**src/rtl/md5_pkg.sv**
```systemverilog
// Shared MD5 constants, state encoding and per-step helper functions used by
// the md5_core compression engine and its combinational step.
package md5_pkg;

    typedef enum logic [1:0] {
        IDLE  = 2'd0,
        ROUND = 2'd1,
        FINAL = 2'd2
    } state_t;

    localparam logic [31:0] IV0 = 32'h67452301;
    localparam logic [31:0] IV1 = 32'hefcdab89;
    localparam logic [31:0] IV2 = 32'h98badcfe;
    localparam logic [31:0] IV3 = 32'h10325476;

    localparam logic [31:0] K_TAB [0:63] = '{
        32'hd76aa478, 32'he8c7b756, 32'h242070db, 32'hc1bdceee,
        32'hf57c0faf, 32'h4787c62a, 32'ha8304613, 32'hfd469501,
        32'h698098d8, 32'h8b44f7af, 32'hffff5bb1, 32'h895cd7be,
        32'h6b901122, 32'hfd987193, 32'ha679438e, 32'h49b40821,
        32'hf61e2562, 32'hc040b340, 32'h265e5a51, 32'he9b6c7aa,
        32'hd62f105d, 32'h02441453, 32'hd8a1e681, 32'he7d3fbc8,
        32'h21e1cde6, 32'hc33707d6, 32'hf4d50d87, 32'h455a14ed,
        32'ha9e3e905, 32'hfcefa3f8, 32'h676f02d9, 32'h8d2a4c8a,
        32'hfffa3942, 32'h8771f681, 32'h6d9d6122, 32'hfde5380c,
        32'ha4beea44, 32'h4bdecfa9, 32'hf6bb4b60, 32'hbebfbc70,
        32'h289b7ec6, 32'heaa127fa, 32'hd4ef3085, 32'h04881d05,
        32'hd9d4d039, 32'he6db99e5, 32'h1fa27cf8, 32'hc4ac5665,
        32'hf4292244, 32'h432aff97, 32'hab9423a7, 32'hfc93a039,
        32'h655b59c3, 32'h8f0ccc92, 32'hffeff47d, 32'h85845dd1,
        32'h6fa87e4f, 32'hfe2ce6e0, 32'ha3014314, 32'h4e0811a1,
        32'hf7537e82, 32'hbd3af235, 32'h2ad7d2bb, 32'heb86d391
    };

    localparam logic [4:0] S_TAB [0:63] = '{
        5'd7, 5'd12, 5'd17, 5'd22, 5'd7, 5'd12, 5'd17, 5'd22,
        5'd7, 5'd12, 5'd17, 5'd22, 5'd7, 5'd12, 5'd17, 5'd22,
        5'd5, 5'd9,  5'd14, 5'd20, 5'd5, 5'd9,  5'd14, 5'd20,
        5'd5, 5'd9,  5'd14, 5'd20, 5'd5, 5'd9,  5'd14, 5'd20,
        5'd4, 5'd11, 5'd16, 5'd23, 5'd4, 5'd11, 5'd16, 5'd23,
        5'd4, 5'd11, 5'd16, 5'd23, 5'd4, 5'd11, 5'd16, 5'd23,
        5'd6, 5'd10, 5'd15, 5'd21, 5'd6, 5'd10, 5'd15, 5'd21,
        5'd6, 5'd10, 5'd15, 5'd21, 5'd6, 5'd10, 5'd15, 5'd21
    };

    function automatic logic [31:0] f_sel(input logic [1:0] r, input logic [31:0] b,
                                          input logic [31:0] c, input logic [31:0] d);
        case (r)
            2'd0:    return (b & c) | (~b & d);
            2'd1:    return (d & b) | (~d & c);
            2'd2:    return b ^ c ^ d;
            default: return c ^ (b | ~d);
        endcase
    endfunction

    // Message word index; only the low four bits of j matter modulo 16.
    function automatic logic [3:0] g_idx(input logic [5:0] j);
        logic [3:0] jl;
        jl = j[3:0];
        case (j[5:4])
            2'd0:    return jl;
            2'd1:    return jl * 4'd5 + 4'd1;
            2'd2:    return jl * 4'd3 + 4'd5;
            default: return jl * 4'd7;
        endcase
    endfunction

endpackage

```
**src/rtl/md5_core_if.sv**
```systemverilog
// Block input handshake and digest output bundle for md5_core.
interface md5_core_if;
    logic         in_valid;
    logic         in_ready;
    logic         first_block;
    logic [511:0] block_in;
    logic [127:0] digest;
    logic         digest_valid;
    logic         busy;

    modport master (
        output in_valid, first_block, block_in,
        input  in_ready, digest, digest_valid, busy
    );

    modport slave (
        input  in_valid, first_block, block_in,
        output in_ready, digest, digest_valid, busy
    );
endinterface

```
**src/rtl/md5_step.sv**
```systemverilog
// One combinational MD5 step: mixes A..D with message word M[g(j)] and K[j].
module md5_step
    import md5_pkg::*;
(
    input  logic [31:0]  i_a,
    input  logic [31:0]  i_b,
    input  logic [31:0]  i_c,
    input  logic [31:0]  i_d,
    input  logic [5:0]   i_j,
    input  logic [511:0] i_m,
    output logic [31:0]  o_a,
    output logic [31:0]  o_b,
    output logic [31:0]  o_c,
    output logic [31:0]  o_d
);

    function automatic logic [31:0] rotl32(input logic [31:0] x, input logic [4:0] s);
        return (x << s) | (x >> (6'd32 - {1'b0, s}));
    endfunction

    logic [31:0] w_f;
    logic [31:0] w_m;
    logic [31:0] w_sum;
    logic [3:0]  w_g;

    always_comb begin
        w_f   = f_sel(i_j[5:4], i_b, i_c, i_d);
        w_g   = g_idx(i_j);
        w_m   = i_m[{w_g, 5'd0} +: 32];
        w_sum = i_a + w_f + K_TAB[i_j] + w_m;
        o_a   = i_d;
        o_b   = i_b + rotl32(w_sum, S_TAB[i_j]);
        o_c   = i_b;
        o_d   = i_c;
    end

endmodule

```
**src/rtl/md5_core.sv**
```systemverilog
// MD5 compression engine: accepts 512-bit padded blocks, runs UNROLL steps per
// clock and chains the hash across blocks until first_block restarts it.
module md5_core
    import md5_pkg::*;
#(
    parameter int UNROLL = 1
) (
    input  logic       clk,
    input  logic       rst,
    md5_core_if.slave  bus
);

    localparam int         NCYC   = 64 / UNROLL;
    localparam logic [5:0] J_STEP = 6'(UNROLL);
    localparam logic [5:0] J_LAST = 6'((NCYC - 1) * UNROLL);

    if (!(UNROLL == 1 || UNROLL == 2 || UNROLL == 4 || UNROLL == 8 || UNROLL == 16)) begin : g_bad_unroll
        $error("md5_core: UNROLL must be 1, 2, 4, 8 or 16");
    end

    state_t              r_state;
    state_t              w_state_nxt;
    logic                w_accept;
    logic [5:0]          r_j;
    logic [511:0]        r_msg;
    logic [31:0]         r_a, r_b, r_c, r_d;
    logic [31:0]         r_h0, r_h1, r_h2, r_h3;
    logic [127:0]        r_digest;
    logic                r_dvalid;
    logic [UNROLL:0][31:0] w_a, w_b, w_c, w_d;

    assign w_a[0] = r_a;
    assign w_b[0] = r_b;
    assign w_c[0] = r_c;
    assign w_d[0] = r_d;

    for (genvar k = 0; k < UNROLL; k++) begin : g_step
        md5_step u_step (
            .i_a (w_a[k]),
            .i_b (w_b[k]),
            .i_c (w_c[k]),
            .i_d (w_d[k]),
            .i_j (r_j + 6'(k)),
            .i_m (r_msg),
            .o_a (w_a[k+1]),
            .o_b (w_b[k+1]),
            .o_c (w_c[k+1]),
            .o_d (w_d[k+1])
        );
    end

    always_comb begin
        w_state_nxt = r_state;
        w_accept    = 1'b0;
        case (r_state)
            IDLE: begin
                if (bus.in_valid) begin
                    w_accept    = 1'b1;
                    w_state_nxt = ROUND;
                end
            end
            ROUND: begin
                if (r_j == J_LAST) begin
                    w_state_nxt = FINAL;
                end
            end
            FINAL:   w_state_nxt = IDLE;
            default: w_state_nxt = IDLE;
        endcase
    end

    assign bus.in_ready     = (r_state == IDLE);
    assign bus.busy         = (r_state != IDLE);
    assign bus.digest       = r_digest;
    assign bus.digest_valid = r_dvalid;

    // A new message also resets the chain so FINAL adds onto IV, not the old hash.
    always_ff @(posedge clk) begin
        if (rst) begin
            r_state  <= IDLE;
            r_j      <= '0;
            r_dvalid <= 1'b0;
            r_digest <= '0;
            r_h0     <= IV0;
            r_h1     <= IV1;
            r_h2     <= IV2;
            r_h3     <= IV3;
        end else begin
            r_state  <= w_state_nxt;
            r_dvalid <= 1'b0;
            if (w_accept) begin
                r_j <= '0;
                if (bus.first_block) begin
                    r_h0 <= IV0;
                    r_h1 <= IV1;
                    r_h2 <= IV2;
                    r_h3 <= IV3;
                end
            end else if (r_state == ROUND) begin
                r_j <= r_j + J_STEP;
            end
            if (r_state == FINAL) begin
                r_h0     <= r_h0 + r_a;
                r_h1     <= r_h1 + r_b;
                r_h2     <= r_h2 + r_c;
                r_h3     <= r_h3 + r_d;
                r_digest <= {r_h3 + r_d, r_h2 + r_c, r_h1 + r_b, r_h0 + r_a};
                r_dvalid <= 1'b1;
            end
        end
    end

    always_ff @(posedge clk) begin
        if (w_accept) begin
            r_msg <= bus.block_in;
            if (bus.first_block) begin
                r_a <= IV0;
                r_b <= IV1;
                r_c <= IV2;
                r_d <= IV3;
            end else begin
                r_a <= r_h0;
                r_b <= r_h1;
                r_c <= r_h2;
                r_d <= r_h3;
            end
        end else if (r_state == ROUND) begin
            r_a <= w_a[UNROLL];
            r_b <= w_b[UNROLL];
            r_c <= w_c[UNROLL];
            r_d <= w_d[UNROLL];
        end
    end

endmodule

```
**src/flat_wrapper.sv**
```systemverilog
// flat-port wrapper written by rule: the top's interface ports become plain ports
module md5_core_flat import md5_pkg::*;
#(
    parameter int UNROLL = 1
)
  (clk, rst, bus_in_valid, bus_first_block, bus_block_in, bus_in_ready, bus_digest, bus_digest_valid, bus_busy);
  md5_core_if bus_i ();
  input  logic clk;
  input  logic rst;
  input wire logic [$bits(bus_i.in_valid)-1:0] bus_in_valid;
  input wire logic [$bits(bus_i.first_block)-1:0] bus_first_block;
  input wire logic [$bits(bus_i.block_in)-1:0] bus_block_in;
  output wire logic [$bits(bus_i.in_ready)-1:0] bus_in_ready;
  output wire logic [$bits(bus_i.digest)-1:0] bus_digest;
  output wire logic [$bits(bus_i.digest_valid)-1:0] bus_digest_valid;
  output wire logic [$bits(bus_i.busy)-1:0] bus_busy;
  assign bus_i.in_valid = bus_in_valid;
  assign bus_i.first_block = bus_first_block;
  assign bus_i.block_in = bus_block_in;
  assign bus_in_ready = bus_i.in_ready;
  assign bus_digest = bus_i.digest;
  assign bus_digest_valid = bus_i.digest_valid;
  assign bus_busy = bus_i.busy;
  md5_core #(.UNROLL(UNROLL)) u_core (.clk(clk), .rst(rst), .bus(bus_i));
endmodule
```
**config.mk**
```make
export PLATFORM = sky130hd
export DESIGN_NAME = md5_core_flat
export DESIGN_NICKNAME = d
export VERILOG_FILES = /design/src/rtl/md5_pkg.sv /design/src/rtl/md5_core_if.sv /design/src/rtl/md5_step.sv /design/src/rtl/md5_core.sv /design/src/flat_wrapper.sv
export SDC_FILE = /design/constraint.sdc
export NUM_CORES = 2
export LEC_CHECK = 0
export ABC_AREA = 1
export CAP_MARGIN = 10
export CORE_MARGIN = 10
export CORE_UTILIZATION = 35
export CTS_CLUSTER_SIZE = 20
export DETAILED_ROUTE_END_ITERATION = 10
export PLACE_DENSITY = 0.54
export SLEW_MARGIN = 20
export SYNTH_ARGS = -nofsm -noshare
export SYNTH_HDL_FRONTEND = slang
export SYNTH_SLANG_ARGS = --single-unit
```
**constraint.sdc**
```tcl
create_clock -name clk -period 26.2 [get_ports clk]
set_clock_uncertainty 0.05 [all_clocks]
set_input_delay 6.55 -clock clk [delete_from_list [all_inputs] [get_ports clk]]
set_output_delay 6.55 -clock clk [all_outputs]
set_load 0.01 [all_outputs]
```
==> metrics.md <==
| Metric | Value |
|---|---|
| Mapped Nets | 7542 |
| RSZ-0062 raised after global routing | false |
| Synth warn | 0 |
| FF-to-FF Start | u_core.r_j[1] |
| Post-DP HPWL | ~190000 µm |
| Number of clock buffers inserted by TritonCTS | 104 |
| Tmin final | 12.35 ns |
| Worst EP required | ~27 ns |
| Async set or reset register ratio after synthesis | 0 |
| Clock buffer depth | 3 |
| Gr usage total | 0.2707 |
| Setup TNS | 0 ns |
| Pre-CTS WS | 14.20 ns |
| Initial Util | 0.3513 |
| Setup bufs post-CTS | 0 |
| R2r setup slk | 13.85 ns |
| Nature of the critical path startpoint | register |
| Critical Path Fanout Max | 77 |
| Drc violations | 0 |
| Drt first pass iters | 7 |
| Worst Tran Pin Value | 1.330 ns |
| # nets final | 7994 |
| Power per Cell Area | 115.2 nW/µm² |
| Vias in the first global route | 49.73k |
| Critical path's largest stage delay | 0.83 ns |
| Crit Path Category | reg2reg |
| Post-synth EDFFs | 640 |
| P&R area growth vs syn | 21.50% |
| Clock tree sinks | approximately 900 |
| Final wirelength | 246200 µm |
| Cell count after synthesis | 6732 |
| Clock Tree Root | clkbuf_16 |
| CP max-delay cell | buf_4 |
| VDD IR max | 0.00009101 V |
| Synthesized area | 54810 µm² |
| Die Span Y | 415.7 µm |
| Multi-input logic area | 26570 µm² |
| Most frequent cell on the critical path | nand2_1 |
| Ports | 647 |
| Synth Register Bits | 905 |
| Max Cap Viol | 0 |
| CP startpoint | u_core.r_j[1] |
| DRT antenna net count | 0 |
| Crit end category | register |
| Hold path start | u_core.bus.digest[48] |
| CP arrival | between 10 and 15 ns |
| Sequential-to-total area share from yosys stat | 0.4474 |
| Initial antenna violation count | 72 |
| Share of layout cells above drive strength 1 | 0.04060 |
| Count of final max-slew check failures | 0 |
| Vias | 52.68k |
| Max transition margin | 0.1043 |
| Wirelength per Cell | 26.31 µm |
| Distinct cells, synth | 66 |
| Fin util | 0.4268 |
| Resized cells post-CTS | 0 |
| Share of the synthesized area in the top cell type | 0.3506 |
| Initial DRC count | between 5k and 6k |
| Cell Rows | 145 |
| Top cells by count, synth | 1379 x nand2_1, 805 x nand3_1, 711 x a21oi_1 |
| Leakage | 26.12 nW |
| Fin crit share | 0.4714 |
| Fmax | 0.08096 GHz |
| Hold Path Depth | 2 |
| PortBufs | about 650 |
| HP Class | reg2reg |
| Area leader, netlist | edfxtp_1 |
| Horiz. Die Dim | 415.7 µm |
| Ranking of synthesized cells by area | edfxtp_1 35%, dfxtp_1 9.7%, nand2_1 9.4%, nand3_1 7.4%, a21oi_1 6.5% |
| CTS tree | built |
| R2R depth | 50 |
| GRT Residual Overflow | 0 |
| Clock-pin transition on the worst setup and hold timing paths | approximately 0.07 ns |
| Fillers | 15.61k |
| Post-Syn Area per Cell | 8.142 µm² |
| Htree depth | 3 |
| First-pass GRT wire length | 350200 µm |
| Register Area | 24530 µm² |
| Total power | roughly 0.0077 W |
| Final Hold Viols | 0 |
| Vias per cell | 5.630 |
| Core area | 156000 µm² |
| Area of the die | roughly 170000 µm² |
| Worst-Skew Late Latency | roughly 0.77 ns |
| # hold bufs at CTS | 0 |
| Most frequent cell after synthesis | nand2_1 |
| Largest net degree at the start of global routing | between 150 and 200 |
| Synth Flop Type | edfxtp_1 |
| Final worst slack | 13.85 ns |
| GP Congestion | roughly 0.96 |
| Worst hold slack | 0.4103 ns |
| Status | completed |
| Endpoints failing setup | 0 |
routing by layer:
metal  part of all wire  track usage
met5            0.00043            0
met2               0.47       0.4419
met1               0.41       0.3478
met4              0.045       0.1156
met3              0.076      0.05327
cell usage in the layout, fill, tap and decap left out, drive strengths merged, types with 43 or more instances in the layout:
cell type      count
a21oi            712
a31oi             71
a32o              63
buf               59
clkbuf           136
clkdlybuf4s50    644
dfxtp            265
edfxtp           640
fa                72
ha               222
inv              633
nand2           1387
nand3            809
nand4             43
nor2             322
o211ai            98
o21ai            720
state kept, by name, summed over array words and instances, names as in the netlist, 32 cells and up:
register           cells
u_core.r_msg         512
u_core.bus.digest    128
u_core.r_a            32
u_core.r_b            32
u_core.r_c            32
u_core.r_d            32
u_core.r_h0           32
u_core.r_h1           32
u_core.r_h2           32
u_core.r_h3           32
critical path: cells and delay by family (launching register included):
kind,cells,cell delay [ns]
AOI/OAI and AO/OA,15,3.71
buffers and inverters,10,3.48
adders and majority gates,6,2.49
and+or+nand+nor,19,1.90
DFF,1,0.31
final cells by class:
| class | instances | area share |
|---|---|---|
| inverter | 630 | 0.03574 |
| sequential | 905 | 0.3683 |
| antenna | 33 | 0.001240 |
| clock buffer | 136 | 0.04337 |
| multi-input combinational | 4840 | 0.3989 |
| timing repair buffer | 703 | 0.1039 |
| clock inverter | 52 | 0.009846 |
| tap | 2058 | 0.03867 |
power by group:
group          leakage [nW]  internal (W)  switching (W)  total, W
Combinational          16.1       0.00141        0.00283   0.00424
Clock                  1.72      0.000871       0.000646   0.00152
Sequential             8.33       0.00172       0.000189   0.00191
stage by stage:
step / cells / area, µm²
after floorplan: 6732 / 54810
after detailed placement: 9136 / 62960
after global placement: 9136 / 62960
after global routing: 9353 / 66580
final: 9357 / 66590
after CTS: 9324 / 66510
worst paths after layout:
check | end
min reg2reg | u_core.bus.digest[48]
min | u_core.bus.digest[48]
max reg2reg | u_core.r_b[25]
max | u_core.r_b[25]
cell families (layout without fill, tap and decap cells):
family	after synthesis	in the layout	synth area share
buffers and inverters	987	1521	0.06910
AO/OA/AOI/OAI	1824	1824	0.1878
other	0	33	0
adder cells (fa/ha/maj)	294	294	0.07698
AND/OR/NAND/NOR	2657	2657	0.2081
flip-flops	905	905	0.4474
XOR/XNOR	65	65	0.01052
Note: power is estimated with default switching activity, not from simulation.
